[config.mk]
export PLATFORM = sky130hd
export DESIGN_NAME = vram_zoom_writer
export DESIGN_NICKNAME = d
export VERILOG_FILES = /design/src/rtl/vram_pkg.sv /design/src/rtl/zoom_geometry.sv /design/src/rtl/vram_zoom_writer.sv
export SDC_FILE = /design/constraint.sdc
export NUM_CORES = 1
export LEC_CHECK = 0
export CAP_MARGIN = 20
export CORE_MARGIN = 5
export CORE_UTILIZATION = 60
export CTS_CLUSTER_DIAMETER = 60
export DETAILED_ROUTE_END_ITERATION = 7
export PLACE_DENSITY_LB_ADDON = 0.05
export SYNTH_ARGS = -nofsm -noshare
export SYNTH_HDL_FRONTEND = slang
export SYNTH_SLANG_ARGS = --single-unit
[constraint.sdc]
create_clock -name pclk -period 9.03 [get_ports pclk]
set_input_delay 2.2575 -clock pclk [delete_from_list [all_inputs] [get_ports pclk]]
set_output_delay 2.2575 -clock pclk [all_outputs]
set_load 0.02 [all_outputs]
[src/rtl/vram_pkg.sv]
// rtl/vram_pkg.sv - shared constants and zoom encoding for the VdRam zoom writer
package vram_pkg;

  localparam int SRC_W   = 160;
  localparam int SRC_H   = 120;
  localparam int PIX_W   = 8;
  localparam int VRAM_AW = 17;
  localparam int ROM_AW  = 15;
  localparam int DIM_W   = 9;

  typedef enum logic [2:0] {
    ZOOM_QUARTER = 3'd0,
    ZOOM_HALF    = 3'd1,
    ZOOM_NATIVE  = 3'd2,
    ZOOM_DOUBLE  = 3'd3
  } zoom_e;

  // Output geometry per zoom code; codes above ZOOM_DOUBLE reuse its row.
  localparam logic [DIM_W-1:0] ZOOM_W [4] = '{9'd40, 9'd80, 9'd160, 9'd320};
  localparam logic [DIM_W-1:0] ZOOM_H [4] = '{9'd30, 9'd60, 9'd120, 9'd240};
  localparam logic [3:0]       ZOOM_UPSCALE = 4'b1000;
  localparam logic [1:0]       ZOOM_SHIFT [4] = '{2'd2, 2'd1, 2'd0, 2'd1};

endpackage

[src/rtl/zoom_geometry.sv]
// rtl/zoom_geometry.sv - maps a latched zoom code to output size and source shift
module zoom_geometry
  import vram_pkg::*;
#(
  parameter int SRC_W = vram_pkg::SRC_W,
  parameter int SRC_H = vram_pkg::SRC_H
) (
  input  logic [2:0]       zoom,
  output logic [DIM_W-1:0] out_w,
  output logic [DIM_W-1:0] out_h,
  output logic             upscale,
  output logic [1:0]       shift_amt
);

  logic [1:0] idx;

  always_comb begin
    idx = 2'd3;
    case (zoom)
      ZOOM_QUARTER: idx = 2'd0;
      ZOOM_HALF:    idx = 2'd1;
      ZOOM_NATIVE:  idx = 2'd2;
      default:      idx = 2'd3;
    endcase
  end

  assign upscale   = ZOOM_UPSCALE[idx];
  assign shift_amt = ZOOM_SHIFT[idx];

  // upscale: output = source << shift, source index = output >> shift
  assign out_w = upscale ? DIM_W'(SRC_W << shift_amt) : DIM_W'(SRC_W >> shift_amt);
  assign out_h = upscale ? DIM_W'(SRC_H << shift_amt) : DIM_W'(SRC_H >> shift_amt);

endmodule

[src/rtl/vram_zoom_writer.sv]
// rtl/vram_zoom_writer.sv - fills VdRam with a nearest-neighbour scaled copy of the source image
module vram_zoom_writer
  import vram_pkg::*;
#(
  parameter int SRC_W = vram_pkg::SRC_W,
  parameter int SRC_H = vram_pkg::SRC_H,
  parameter int PIX_W = vram_pkg::PIX_W
) (
  input  logic               pclk,
  input  logic               reset,
  input  logic               start,
  input  logic [2:0]         zoom_level,
  output logic [ROM_AW-1:0]  src_addr,
  input  logic [PIX_W-1:0]   src_data,
  output logic               wr_en,
  output logic [VRAM_AW-1:0] wr_addr,
  output logic [PIX_W-1:0]   wr_data,
  output logic               busy,
  output logic               done
);

  localparam logic [1:0] ST_IDLE  = 2'd0;
  localparam logic [1:0] ST_RUN   = 2'd1;
  localparam logic [1:0] ST_FLUSH = 2'd2;
  localparam logic [1:0] ST_DONE  = 2'd3;

  logic [1:0]         state;
  logic [2:0]         zoom_q;
  logic [DIM_W-1:0]   x, y, nx, ny, sx_n, y_mask;
  logic [DIM_W-1:0]   geo_w, geo_h;
  logic               upscale;
  logic [1:0]         shift_amt;
  logic [ROM_AW-1:0]  row_base, row_step, nrow;
  logic               last_x, last_y;
  logic               s1_valid, s2_valid, flush_cnt;
  logic [VRAM_AW-1:0] wr_cnt;

  zoom_geometry #(
    .SRC_W (SRC_W),
    .SRC_H (SRC_H)
  ) u_geom (
    .zoom      (zoom_q),
    .out_w     (geo_w),
    .out_h     (geo_h),
    .upscale   (upscale),
    .shift_amt (shift_amt)
  );

  // Next pixel in raster order; the row base only moves when the source row changes.
  always_comb begin
    last_x   = (x == geo_w - 1'b1);
    last_y   = (y == geo_h - 1'b1);
    nx       = last_x ? '0 : x + 1'b1;
    ny       = last_x ? y + 1'b1 : y;
    y_mask   = DIM_W'((1 << shift_amt) - 1);
    row_step = '0;
    if (last_x) begin
      if (!upscale)
        row_step = ROM_AW'(SRC_W << shift_amt);
      else if ((ny & y_mask) == '0)
        row_step = ROM_AW'(SRC_W);
    end
    nrow = row_base + row_step;
    sx_n = upscale ? (nx >> shift_amt) : (nx << shift_amt);
  end

  assign busy = (state == ST_RUN) || (state == ST_FLUSH);
  assign done = (state == ST_DONE);

  always_ff @(posedge pclk or negedge reset) begin
    if (!reset) begin
      state     <= ST_IDLE;
      zoom_q    <= '0;
      x         <= '0;
      y         <= '0;
      row_base  <= '0;
      src_addr  <= '0;
      s1_valid  <= 1'b0;
      s2_valid  <= 1'b0;
      flush_cnt <= 1'b0;
      wr_cnt    <= '0;
      wr_en     <= 1'b0;
      wr_addr   <= '0;
      wr_data   <= '0;
    end else begin
      s1_valid <= 1'b0;
      s2_valid <= s1_valid;
      wr_en    <= s2_valid;
      if (s2_valid) begin
        wr_addr <= wr_cnt;
        wr_data <= src_data;
        wr_cnt  <= wr_cnt + 1'b1;
      end

      case (state)
        ST_IDLE: begin
          if (start) begin
            zoom_q   <= zoom_level;
            x        <= '0;
            y        <= '0;
            row_base <= '0;
            src_addr <= '0;
            wr_cnt   <= '0;
            s1_valid <= 1'b1;
            state    <= ST_RUN;
          end
        end
        ST_RUN: begin
          if (last_x && last_y) begin
            flush_cnt <= 1'b0;
            state     <= ST_FLUSH;
          end else begin
            x        <= nx;
            y        <= ny;
            row_base <= nrow;
            src_addr <= nrow + ROM_AW'(sx_n);
            s1_valid <= 1'b1;
          end
        end
        ST_FLUSH: begin
          flush_cnt <= 1'b1;
          if (flush_cnt)
            state <= ST_DONE;
        end
        default: state <= ST_IDLE;
      endcase
    end
  end

endmodule

==> results.yml <==
clock_network:
  h-tree-depth: 3
  cts_sinks: 94
  cts_buffers: 9
  path_clk_slew_ps: 100
  cts_root_buf: "clkbuf_8"
  cts_tree: "done"
  insertion_delay_ps: 370
  holdBufCountCts: 0
  cts.path.max_buffers: 2
  post_cts_buffers: 0
  ctsResizeCount: 0
sta:
  fin_crit_ps: 6490
  finalHoldViolCount: 0
  worst_slack_ps: 2540
  rsz0062_at_grt: "false"
  fmax_ghz: 0.154
  fin_skew_ps: 9.34
  slew_violations: 0
  tns_ps: 0
  fin_crit_sh: 0.718
  setup_viol: 0
  worst_pin_slew_ps: 792
  slew_headroom: 0.470
logic_synthesis:
  synthCells: 574
  synth_edf_count: 0
  synth_ff_type: "dfrtp_1"
  synth_area_um2: 5490
  ys_types: 66
  synth_seq_area_share: 0.429
  synthesis.nets: 611
  syn_area_per_cell_um2: 9.56
  ys_ff_latch: 94
  async_reset_ff_frac: 1.00
  yosysWarningCount: 0
grt:
  grt_start_max_net_pins: 60
  antenna_found_initial: 0
  grt-ovfl-total: 0
  grt_pass1_wl_um: 20700
  first_global_vias: 4213
  gr-usage-all-layers: 0.226
setup_path:
  critPathCaptureType: "register"
  worst_path_max_delay_cell: "nor4b_1"
  crit_fanout: 24
  worstSetupPathType: "register to register"
  startpoint_type: "register"
  max_stage_delay_ps: 680
  crit_chain: "or2_2 > inv_2 > ha_1 > nand2b_1 > or3_1 > a221oi_1 > nand2_1 > nor4b_1 > ha_1 > a21oi_1 > nor2b_1 > nor2_1 > xnor2_1 > ha_1 > nand2_1 > o21ai_0 > and3_1 > a31oi_1 > xor2_1 > o21ai_0"
  arrival_ps: 6780
  cp_top_family: "simple AND/OR/NAND/NOR gates"
  crit_path_frequent_cell: "ha_1"
  critPathRequiredTime_ps: 9320
  worst-path-buf-inv: 1
job:
  drv_cap: 0
place:
  place_inst: 710
  place.gp.congestion: 0.946
  hpwl_um: 8610
  io_buffer_count: 56
  dp_slack_ps: 2570
floorplan:
  start_util: 0.623
  die_area_um2: 11200
  dieWidth_um: 106
  row_count: 34
  dieHeight_um: 106
  io_pins: 57
  core_um2: 8810
power:
  ir_drop_uv: 59.2
  p_leak_nw: 2.76
  power.density_cell_area_nw_per_um2: 115
final_layout:
  finalNonFillerCells: 728
  diodes: 0
  drive_gt1_frac: 0.0871
  nets: 652
  area_growth_pct: 13.9
worst_hold_path:
  hold_class: "register to register"
run_status:
  status: "finished clean"
detailed_routing:
  vias: 4406
  wl_per_cell_um: 16.6
  dr.pass1.iters: 6
  wirelength_um: 12100
  ant_nets: 0
  route.detailed.drc: 0
  drtIter0Drc: 279
  avgViaCountPerCell: 6.05
## cell usage after synthesis (3+ instances only)
| library cell | count | area [um^2] |
|---|---|---|
| mux2_2 | 25 | 282 |
| nor2_1 | 48 | 180 |
| or3_1 | 8 | 50.1 |
| a21oi_1 | 25 | 125 |
| inv_1 | 17 | 63.8 |
| o22ai_1 | 4 | 25.0 |
| a32o_1 | 3 | 30.0 |
| o21ai_1 | 4 | 20.0 |
| xnor2_1 | 21 | 184 |
| nand3_1 | 17 | 85.1 |
| o21ai_0 | 33 | 165 |
| clkbuf_1 | 17 | 63.8 |
| dfrtp_1 | 94 | 2350 |
| xor2_1 | 30 | 263 |
| nand2b_1 | 5 | 31.3 |
| o221ai_1 | 3 | 26.3 |
| buf_2 | 4 | 20.0 |
| or4_1 | 4 | 30.0 |
| ha_1 | 22 | 275 |
| and2_1 | 7 | 43.8 |
| o211ai_1 | 5 | 37.5 |
| and3_1 | 8 | 50.1 |
| nor3_1 | 7 | 35.0 |
| a22o_1 | 7 | 61.3 |
| nor4bb_1 | 3 | 30.0 |
| a31oi_1 | 3 | 18.8 |
| o31ai_1 | 9 | 67.6 |
| o21bai_1 | 4 | 30.0 |
| mux2i_1 | 6 | 60.1 |
| buf_6 | 4 | 45.0 |
| nand2_1 | 73 | 274 |
| nand4_1 | 9 | 56.3 |
## final cells by class
class / instances / area [um^2]
Fill cell: 678 / 2560
Clock inverter: 7 / 62.6
Sequential cell: 94 / 2350
Inverter: 19 / 71.3
Tap cell: 108 / 135
Clock buffer: 9 / 124
Timing Repair Buffer: 59 / 601
Multi-Input combinational cell: 432 / 2900
## registers in the layout, summed over array words and instances, names as in the netlist, 3 cells and up
name      cells
wr_addr      17
wr_cnt       17
src_addr     15
row_base     10
x             9
y             9
wr_data       8
zoom_q        3
## cell families after synthesis
| group | Yosys count | share of synthesized area |
|---|---|---|
| xor+xnor | 51 | 0.0814 |
| flops | 94 | 0.429 |
| fa+ha+maj | 23 | 0.0538 |
| simple gates | 203 | 0.181 |
| mux | 32 | 0.0643 |
| compound gates | 123 | 0.149 |
| buf+inv | 48 | 0.0420 |
## metrics by stage
stage,util,cell area [um^2],hold WS (ps),power [mW]
after floorplan,-,5490,331,0.436
after CTS,0.706,6210,364,0.727
final,0.710,6250,360,0.718
after global placement,0.684,6030,332,0.454
after detailed placement,0.684,6030,340,0.454
after global routing,0.710,6250,377,0.747
## worst paths after layout
kind,from,endpoint,slack (ps),cells after the start
min in group asynchronous,reset,wr_data[4]$_DFFE_PN0P_,1830,1
setup reg to reg,zoom_q[2]$_DFFE_PN0P_,src_addr[13]$_DFFE_PN0P_,2540,20
hold reg to reg,s1_valid$_DFF_PN0_,s2_valid$_DFF_PN0_,360,0
setup / recovery,zoom_q[2]$_DFFE_PN0P_,src_addr[13]$_DFFE_PN0P_,2540,20
hold / removal,s1_valid$_DFF_PN0_,s2_valid$_DFF_PN0_,360,0
max in group asynchronous,reset,y[5]$_DFFE_PN0P_,6110,2
## layout by cell type (no fill, tap or decap), types with 3 or more instances in the layout
master and count:
dfrtp_1 94, nand2_1 73, clkdlybuf4s50_1 55, nor2_1 48, o21ai_0 33, xor2_1 30, a21oi_1 25, mux2_2 25
ha_1 22, xnor2_1 21, inv_1 17, nand3_1 17, nand4_1 9, o31ai_1 9, clkbuf_8 9, and3_1 8
or3_1 8, nor3_1 7, and2_1 7, a22o_1 7, mux2i_1 6, nand2b_1 5, o211ai_1 5, o21bai_1 4
o22ai_1 4, o21ai_1 4, or4_1 4, a31oi_1 3, nor4bb_1 3, o221ai_1 3, a32o_1 3, buf_4 3
## power breakdown
group / leakage (nW) / switching [mW] / internal [mW]
combinational: 1.50 / 0.0122 / 0.00943
sequential: 1.17 / 0.000805 / 0.422
clock: 0.0980 / 0.167 / 0.107
## per-layer routing
| layer | GRT usage | part of all wire |
|---|---|---|
| met3 | 0.0318 | 0.047 |
| met2 | 0.368 | 0.49 |
| met1 | 0.304 | 0.44 |
| met4 | 0.0944 | 0.024 |
| met5 | 0 | 0 |
(Power assumes the default switching activity.)
